<file path="src/rtl/spi_pkg.sv">
// Shared definitions for the SPI master: state codes, SCK divide encodings,
// the half-period helper and the default sizes.
package spi_pkg;

  localparam int DW_DEF  = 8;
  localparam int NSS_DEF = 16;

  localparam logic [1:0] ST_IDLE   = 2'd0;
  localparam logic [1:0] ST_SEND   = 2'd1;
  localparam logic [1:0] ST_FINISH = 2'd2;

  localparam logic [1:0] CDIV_4  = 2'd0;
  localparam logic [1:0] CDIV_8  = 2'd1;
  localparam logic [1:0] CDIV_16 = 2'd2;
  localparam logic [1:0] CDIV_32 = 2'd3;

  // SCK half-period in clk cycles, i.e. 2 << cdiv
  function automatic logic [4:0] half_period(input logic [1:0] cdiv);
    case (cdiv)
      CDIV_4:  return 5'd2;
      CDIV_8:  return 5'd4;
      CDIV_16: return 5'd8;
      CDIV_32: return 5'd16;
      default: return 5'd16;
    endcase
  endfunction

endpackage

</file>
<file path="src/rtl/spi_master_ss16_ss_decoder.sv">
// Combinational address to active-low slave-select decoder; all lines
// stay high when en is low or the address matches no line.
module ss_decoder #(
  parameter int NSS = 16,
  parameter int AW  = 4
) (
  input  logic [AW-1:0]  addr,
  input  logic           en,
  output logic [NSS-1:0] ss
);

  for (genvar i = 0; i < NSS; i++) begin : g_sel
    assign ss[i] = ~(en && (addr == AW'(i)));
  end

endmodule

</file>
<file path="src/rtl/spi_master_ss16.sv">
// SPI mode-0 byte master driving one of NSS active-low slave selects.
// Define SPI_MASTER_RX_EN to build the receive path; otherwise rdata is 0.
module spi_master_ss16
  import spi_pkg::*;
#(
  parameter int DW  = DW_DEF,
  parameter int NSS = NSS_DEF,
  parameter int AW  = $clog2(NSS)
) (
  input  logic           clk,
  input  logic           rstb,
  input  logic           start,
  input  logic           mlb,
  input  logic [1:0]     cdiv,
  input  logic [DW-1:0]  tdat,
  input  logic [AW-1:0]  addr,
  input  logic           din,
  output logic           sck,
  output logic           dout,
  output logic [NSS-1:0] ss,
  output logic           done,
  output logic           busy,
  output logic [DW-1:0]  rdata
);

  localparam int BW = $clog2(DW + 1);

  logic [1:0]    state;
  logic [DW-1:0] tx_sr;
  logic          mlb_q;
  logic [1:0]    cdiv_q;
  logic [AW-1:0] addr_q;
  logic [4:0]    div_cnt;
  logic [BW-1:0] bit_cnt;
  logic          half_tick;

  assign half_tick = (div_cnt == half_period(cdiv_q) - 5'd1);

  // The slave select is live for exactly as long as busy is high
  ss_decoder #(.NSS(NSS), .AW(AW)) u_dec (
    .addr (addr_q),
    .en   (busy),
    .ss   (ss)
  );

  always_ff @(posedge clk or posedge rstb) begin
    if (rstb) begin
      state   <= ST_IDLE;
      tx_sr   <= '0;
      mlb_q   <= 1'b0;
      cdiv_q  <= CDIV_4;
      addr_q  <= '0;
      div_cnt <= '0;
      bit_cnt <= '0;
      sck     <= 1'b0;
      dout    <= 1'b0;
      done    <= 1'b0;
      busy    <= 1'b0;
    end else begin
      done <= 1'b0;
      case (state)
        ST_IDLE: begin
          if (start) begin
            tx_sr   <= tdat;
            mlb_q   <= mlb;
            cdiv_q  <= cdiv;
            addr_q  <= addr;
            dout    <= mlb ? tdat[DW-1] : tdat[0];
            busy    <= 1'b1;
            bit_cnt <= '0;
            div_cnt <= '0;
            sck     <= 1'b0;
            state   <= ST_SEND;
          end
        end
        ST_SEND: begin
          if (!half_tick) begin
            div_cnt <= div_cnt + 5'd1;
          end else begin
            div_cnt <= '0;
            sck     <= ~sck;
            // Rising edge counts a bit; falling edge either ends or advances
            if (!sck) begin
              bit_cnt <= bit_cnt + 1'b1;
            end else if (bit_cnt == BW'(DW)) begin
              state <= ST_FINISH;
            end else begin
              tx_sr <= mlb_q ? (tx_sr << 1) : (tx_sr >> 1);
              dout  <= mlb_q ? tx_sr[DW-2] : tx_sr[1];
            end
          end
        end
        ST_FINISH: begin
          done  <= 1'b1;
          busy  <= 1'b0;
          dout  <= 1'b0;
          state <= ST_IDLE;
        end
        default: state <= ST_IDLE;
      endcase
    end
  end

`ifdef SPI_MASTER_RX_EN
  logic [DW-1:0] rx_sr;

  // Receive order mirrors transmit order so loopback returns tdat
  always_ff @(posedge clk or posedge rstb) begin
    if (rstb) begin
      rx_sr <= '0;
      rdata <= '0;
    end else if (state == ST_IDLE && start) begin
      rx_sr <= '0;
    end else if (state == ST_SEND && half_tick && !sck) begin
      rx_sr <= mlb_q ? {rx_sr[DW-2:0], din} : {din, rx_sr[DW-1:1]};
    end else if (state == ST_FINISH) begin
      rdata <= rx_sr;
    end
  end
`else
  logic unused_din;
  assign unused_din = din;
  assign rdata      = '0;
`endif

endmodule

</file>
<file path="config.mk">
export PLATFORM = sky130hd
export DESIGN_NAME = spi_master_ss16
export DESIGN_NICKNAME = d
export VERILOG_FILES = /design/src/rtl/spi_pkg.sv /design/src/rtl/spi_master_ss16_ss_decoder.sv /design/src/rtl/spi_master_ss16.sv
export SDC_FILE = /design/constraint.sdc
export NUM_CORES = 1
export LEC_CHECK = 0
export CAP_MARGIN = 20
export CELL_PAD_IN_SITES_DETAIL_PLACEMENT = 1
export CELL_PAD_IN_SITES_GLOBAL_PLACEMENT = 2
export CORE_UTILIZATION = 29
export CTS_CLUSTER_DIAMETER = 40
export DETAILED_ROUTE_END_ITERATION = 16
export PLACE_DENSITY = 0.84
export SYNTH_ARGS = -nofsm -noshare
export SYNTH_HDL_FRONTEND = slang
export SYNTH_SLANG_ARGS = --single-unit
</file>
<file path="constraint.sdc">
create_clock -name clk -period 2 [get_ports clk]
set_input_delay 0.3 -clock clk [delete_from_list [all_inputs] [get_ports clk]]
set_output_delay 0.3 -clock clk [all_outputs]
set_load 0.005 [all_outputs]
</file>
==> results <==
- Of all cell types, the one taking the most synthesized area is sky130_fd_sc_hd__dfrtp_1.
- The top cell type's share of synthesized area is 39.5%.
- The filler cells instantiated in the layout total roughly 740.
- For this run, the detailed router's first-pass iteration total came to 2.
- The static leakage is 1.02 nW.
- The initial antenna violation count is 0.
- The routed via count is 1640.
- The number of sinks on the clock net is 30.
- Global routing consumed, over all layers together, 13.7% of the routing resources.
- The post-synthesis instance total is 205.
- The overall power of the completed layout is around 3.2 mW.
- In this run the vertical extent of the chip is about 83 um.
- The critical path in this run is classified as register to output pin.
- The longest clock path from root to sink contains 2 buffers.
- At the end of routability-driven placement, the weighted congestion stood at roughly 0.75.
- The class of the most critical hold timing path is input port to async pin.
- The average via count per standard cell is 5.00.
- Dividing the detail-routed wire length by the instance count gives around 14 um.
- TritonCTS created 5 clock buffers.
- The core outline area is around 0.0063 mm^2.
- The detailed-route wire length is 4.51 mm.
- Per report_power, the sequential group accounts for 35.3% of the total.
- The number of different library cells used by synthesis comes to 49.
- The number of enable-type register cells in the synthesized netlist is 0.
- The number of DRC markers in iteration 0 is 21.
- The final critical path takes up approximately 94% of the cycle.
- After layout, the worst setup slack is 115 ps.
- Max-cap violations in this run came to 0.
- A synthesized cell averages 9.28 um^2.
- Internal power comes to 1.91 mW.
- The slowest stage cell on the critical path is sky130_fd_sc_hd__dfrtp_1.
- The analysis attributes to net switching a power of 1.30 mW.
- The number of endpoints failing setup at the final stage is 0.
- For this run, design rule violations remaining after detail routing come to 0.
- The antenna violation net count after detailed routing is 0.
- Entering global routing, the biggest net connects 31 pins.
- Of the synthesized area, sequential elements account for between 30% and 40%.
- Setup repair after global routing left no endpoint under its margin.
- The hold violation count in the final report is 0.
- Buffers placed on the I/O ports in this run total 37.
- The count of synthesis-stage warnings from yosys is 0.
- The worst setup path is launched from a register.
- The clock tree root driver cell is sky130_fd_sc_hd__clkbuf_8.
- The clock network fraction of total power is 14.3%.
- The most common cell after layout, fill and taps aside is sky130_fd_sc_hd__clkdlybuf4s50_1.
- The required time at the worst-slack endpoint is 1700 ps.
- The top-level I/O count is 47.
- The first global-routing pass estimated 7.64 mm of wire.
- The maximum cell stage delay along the critical path is 470 ps.
- The standard-cell row count is 29.
- The post-synthesis to final-layout area growth is 29.2%.
- Combinational cells account for 50.4% of the total power.
- The data arrival time at the worst-slack endpoint is 1590 ps.
- TritonCTS built the clock tree.
- In the layout the commonest cells are 37 x sky130_fd_sc_hd__clkdlybuf4s50_1, 34 x sky130_fd_sc_hd__nand2_1, 30 x sky130_fd_sc_hd__dfrtp_1.
- At the end of the flow the core is filled with cells to about two fifths.
- The power density of the placed cells is 1310 mW/mm^2.
- At the pin with the least slew margin, the transition time is 524 ps.
- After clock tree synthesis, the clock-pin slew on the worst setup and hold paths is 60 ps.
- Summed over all failing endpoints, the final setup total negative slack is 0 ps.
- Along the worst path, the maximum fanout reaches 8.
- The number of global-route vias before repair came to 1612.
- In this run switching power makes up 40.5% of total power.
- The final max-slew violation count is 0.
- The flop and latch count out of synthesis is 30.
- The layout net count is 276.
- Walking the worst path, the cells encountered are nor2b_1 > nand2_1 > clkdlybuf4s50_1.
- Prior to clock tree synthesis, the placed netlist has a worst setup slack of 81.5 ps.
- The initial cell density of the core is ~30%.
- Once placement completed, the tool counted placed cells totaling 321.
- Subtracting the final worst setup slack from the clock period gives 1890 ps.
- In this run the post-CTS setup repair buffer count came out at 0.
- The level count of the clock H-tree is 2.
- In this run the horizontal extent of the chip is 83.0 um.
- Counting flops with an async set or reset pin after synthesis yields a share of 100%.
- Ranked by total cell area, the synthesized netlist is headed by sky130_fd_sc_hd__dfrtp_1 39%, sky130_fd_sc_hd__nand2_1 6.7%, sky130_fd_sc_hd__o211ai_1 5.9%, sky130_fd_sc_hd__mux2i_1 4.2%, sky130_fd_sc_hd__mux2_2 4.1%.
- The flow ran to the end, and the final reports show no timing, DRC or antenna violations.
- Between clock sinks in the finished design, the worst skew comes to 3.40 ps.
- The area of the die is 0.00689 mm^2.
- The worst setup path is captured at an output pin.
- The predominant post-synthesis flop cell is sky130_fd_sc_hd__dfrtp_1.
- Of the cells placed in the final design, the portion with a size suffix greater than 1 is between 10 and 15%.
- The number of diodes added for antenna fixing is 0.
- Timing would allow up to 0.530 GHz.
- The wire-length estimate of the detail-placed layout is 3.40 mm.
- The synthesized netlist occupies a cell area of ~0.0019 mm^2.
- The remaining global-route overflow is 0.
- The peak supply drop is roughly 0.00053 V.
- Excluding fillers, the count of instances in the completed layout stands at 328.
- Measured against its own limit, the worst slew margin works out to 65.1%.
- At the later pin of the worst-skew pair, clock insertion delay measures 280 ps.
state kept, by name, indices dropped and copies added (netlist names):
signal / count
cdiv_q: 2
dout: 1
bit_cnt: 4
busy: 1
done: 1
state: 2
mlb_q: 1
addr_q: 4
tx_sr: 8
sck: 1
div_cnt: 5
power by group through the flow:
stage / Clock (mW) / Sequential (mW) / Combinational (mW)
after floorplan: 0 / 1.05 / 1.10
after global placement: 0 / 1.13 / 1.61
after detailed placement: 0 / 1.14 / 1.63
after CTS: 0.479 / 1.13 / 1.64
after global routing: 0.495 / 1.18 / 1.79
final: 0.460 / 1.13 / 1.62
timing repair:
item	in CTS	in global routing
hold buffers	0	0
gates resized for setup	0	3
setup endpoints to repair	0	4
logic make-up after synthesis:
family / synth area share, %
DFF: 39.5
adders and majority gates: 3.95
muxes: 9.14
AOI/OAI and AO/OA: 15.6
other: 0.197
xor gates and xnor gates: 0.921
and+or+nand+nor: 22.9
buffers and inverters: 7.83
worst paths after layout:
path / slack, ps / to / depth (start not counted) / start
min in group clk: 510 / dout$_DFFE_PP0P_ / 1 / dout$_DFFE_PP0P_
worst max register to register: 120 / tx_sr[2]$_DFFE_PP0P_ / 7 / bit_cnt[0]$_DFFE_PP0P_
max in group asynchronous: 1300 / bit_cnt[2]$_DFFE_PP0P_ / 3 / rstb
worst max-delay path: 110 / ss[2] / 3 / addr_q[1]$_DFFE_PP0P_
worst min-delay path: 420 / tx_sr[7]$_DFFE_PP0P_ / 3 / rstb
worst min register to register: 510 / dout$_DFFE_PP0P_ / 1 / dout$_DFFE_PP0P_
through the flow:
step | hold slack, ps | instance area, um^2
6_report | 417 | 2460
5_1_grt | 455 | 2460
4_1_cts | 429 | 2450
3_5_place_dp | 512 | 2370
3_3_place_gp | 507 | 2370
2_1_floorplan | 391 | 1930
final cells by class:
cell class                 instances  area, um^2  area share, %
tap                               77        96.3           3.92
clock buffer                       7        76.3           3.11
inverter                           8        30.0           1.22
sequential                        30         751           30.5
timing repair buffer              50         468           19.0
multi-input combinational        156        1040           42.2
cells in the mapped netlist, types with 4 or more instances:
| library cell | number |
|---|---|
| sky130_fd_sc_hd__mux2i_1 | 8 |
| sky130_fd_sc_hd__ha_1 | 6 |
| sky130_fd_sc_hd__nor2_1 | 9 |
| sky130_fd_sc_hd__clkbuf_1 | 5 |
| sky130_fd_sc_hd__nand2_1 | 34 |
| sky130_fd_sc_hd__o21ai_0 | 5 |
| sky130_fd_sc_hd__mux2_2 | 7 |
| sky130_fd_sc_hd__buf_4 | 8 |
| sky130_fd_sc_hd__nor3_1 | 5 |
| sky130_fd_sc_hd__inv_1 | 8 |
| sky130_fd_sc_hd__nor2b_1 | 5 |
| sky130_fd_sc_hd__o211ai_1 | 15 |
| sky130_fd_sc_hd__or4_1 | 4 |
| sky130_fd_sc_hd__dfrtp_1 | 30 |
| sky130_fd_sc_hd__nand3_1 | 10 |
worst max-delay path: cells and delay by family (launching register included):
| family | cells | cell delay (ps) |
|---|---|---|
| buf+inv | 1 | 440 |
| simple gates | 2 | 390 |
| flops | 1 | 470 |
layer usage:
| metal | part of all wire (%) | wire length (um) | global-route usage (%) |
|---|---|---|---|
| met3 | 5.1 | 228 | 4.08 |
| met5 | 0 | 0 | 0 |
| met4 | 1.9 | 85 | 5.64 |
| met2 | 45 | 2040 | 21.7 |
| met1 | 48 | 2150 | 17.5 |
No activity file was read; power rests on OpenSTA's default activity.
==> RTL edit, RTL diff (same settings) <==
Change the package constant `NSS_DEF` from 16 to 32.
--- a/src/rtl/spi_pkg.sv
+++ b/src/rtl/spi_pkg.sv
@@ -3,7 +3,7 @@
 package spi_pkg;
 
   localparam int DW_DEF  = 8;
-  localparam int NSS_DEF = 16;
+  localparam int NSS_DEF = 32;
 
   localparam logic [1:0] ST_IDLE   = 2'd0;
   localparam logic [1:0] ST_SEND   = 2'd1;
Interface: changed (resized addr and ss); port bits go from 47 to 64. The function was not compared with the original's and may differ.
==> RTL edit against the original RTL <==
Clock skew grew 0.0016 ns; setup slack worse by 0.099 ns; critical path depth increased by 1; area after synthesis is 20% higher; power rose by 30%; core utilization is 6.2 points higher; global-route usage up 3.5 points; first-iteration DRC count increased to 3.0 times the old value; wire length grew 57%; hold slack worse by 0.015 ns; sequential cell count increased by 1; design area up 35%; critical endpoint is now ss[17]; largest cell class unchanged; largest power group unchanged.
==> RTL edit: results <==
group,metric,value,unit
setup_path,ff2ff_setup_slack,0.09,ns
synthesis,synth_cells,276,
setup_path,endpoint,"ss[17]",
synthesis,yosysSeqAreaShare,34.1,%
detailed_routing,drt_iter0_drc,62,
global_routing,globalRouteMet2Util,31.0,%
setup_path,slowest_stage,"clkdlybuf4s50_1",
global_routing,grtUsageTotal,17.2,%
global_routing,grt_use_met3,2.86,%
layout,fin_area,3320,um2
layout,layout-drive-gt1-share,20.5,%
place,post-place-ws,-0.0401,ns
synthesis,netlist_top_cells_area,"dfrtp_1 (34%), nand2_1 (7.1%), nand3_1 (5.5%)",
place,place_inst,433,
power,ir_drop,0.441,mV
outcome,outcome,"complete, no violations",
setup_path,reg2reg_to,"dout$_DFFE_PP0P_",
global_routing,grt_pass1_wl,11500,um
detailed_routing,m1WireLength,3200,um
global_routing,grt_pass1_vias,2353,
place,place_area,3020,um2
setup_path,arrival,1.68,ns
sta,whs,0.402,ns
power,seq_power_share,26.2,%
power,leakage,1.36,nW
synthesis,yosys-top-cells-count,"nand2_1 (43), dfrtp_1 (31), nand3_1 (25), nor2_1 (17)",
detailed_routing,dr_wl_met2,3500,um
setup_path,cp_max_fo,5,
layout,fill_cells,874,
global_routing,grt_max_degree,54,
setup_path,max_stage_delay,0.49,ns
layout,nets,376,
sta,fin_worst_skew,0.00501,ns
setup_path,cp-startpoint,"addr_q[0]$_DFFE_PP0P_",
place,globalplace.congestion,0.744,
detailed_routing,viasPerCell,5.12,
place,port_buffers,54,
synthesis,ys_types,47,
==> RTL edit: cells by family after synthesis <==
family / Yosys count / share of synthesized area (%)
simple gates: 136 / 29.4
compound gates: 46 / 15.9
buf+inv: 35 / 7.59
flops: 31 / 34.1
mux: 20 / 9.24
fa+ha+maj: 6 / 3.30
other cells: 1 / 0.165
xor+xnor: 1 / 0.385
==> RTL edit: critical path: cells and delay by family (launching register included) <==
family	cells	cell delay (ns)
buffers and inverters	1	0.49
AND/OR/NAND/NOR	3	0.48
flip-flops	1	0.43
==> RTL edit: timing repair <==
action,in CTS,in global routing
hold buffers,0,0
endpoints found under the setup margin,37,37
gates cloned,0,1
gates resized for setup,19,17
pin swaps,0,3
buffers inserted,1,7
hold endpoints to repair,0,0
==> RTL edit: layout make-up <==
type                            instances  area share (%)
Clock buffer                            6            2.48
Multi-Input combinational cell        217            43.0
Clock inverter                          2            1.05
Timing Repair Buffer                   84            25.0
Tap cell                               99            3.73
Inverter                               11            1.24
Sequential cell                        31            23.6
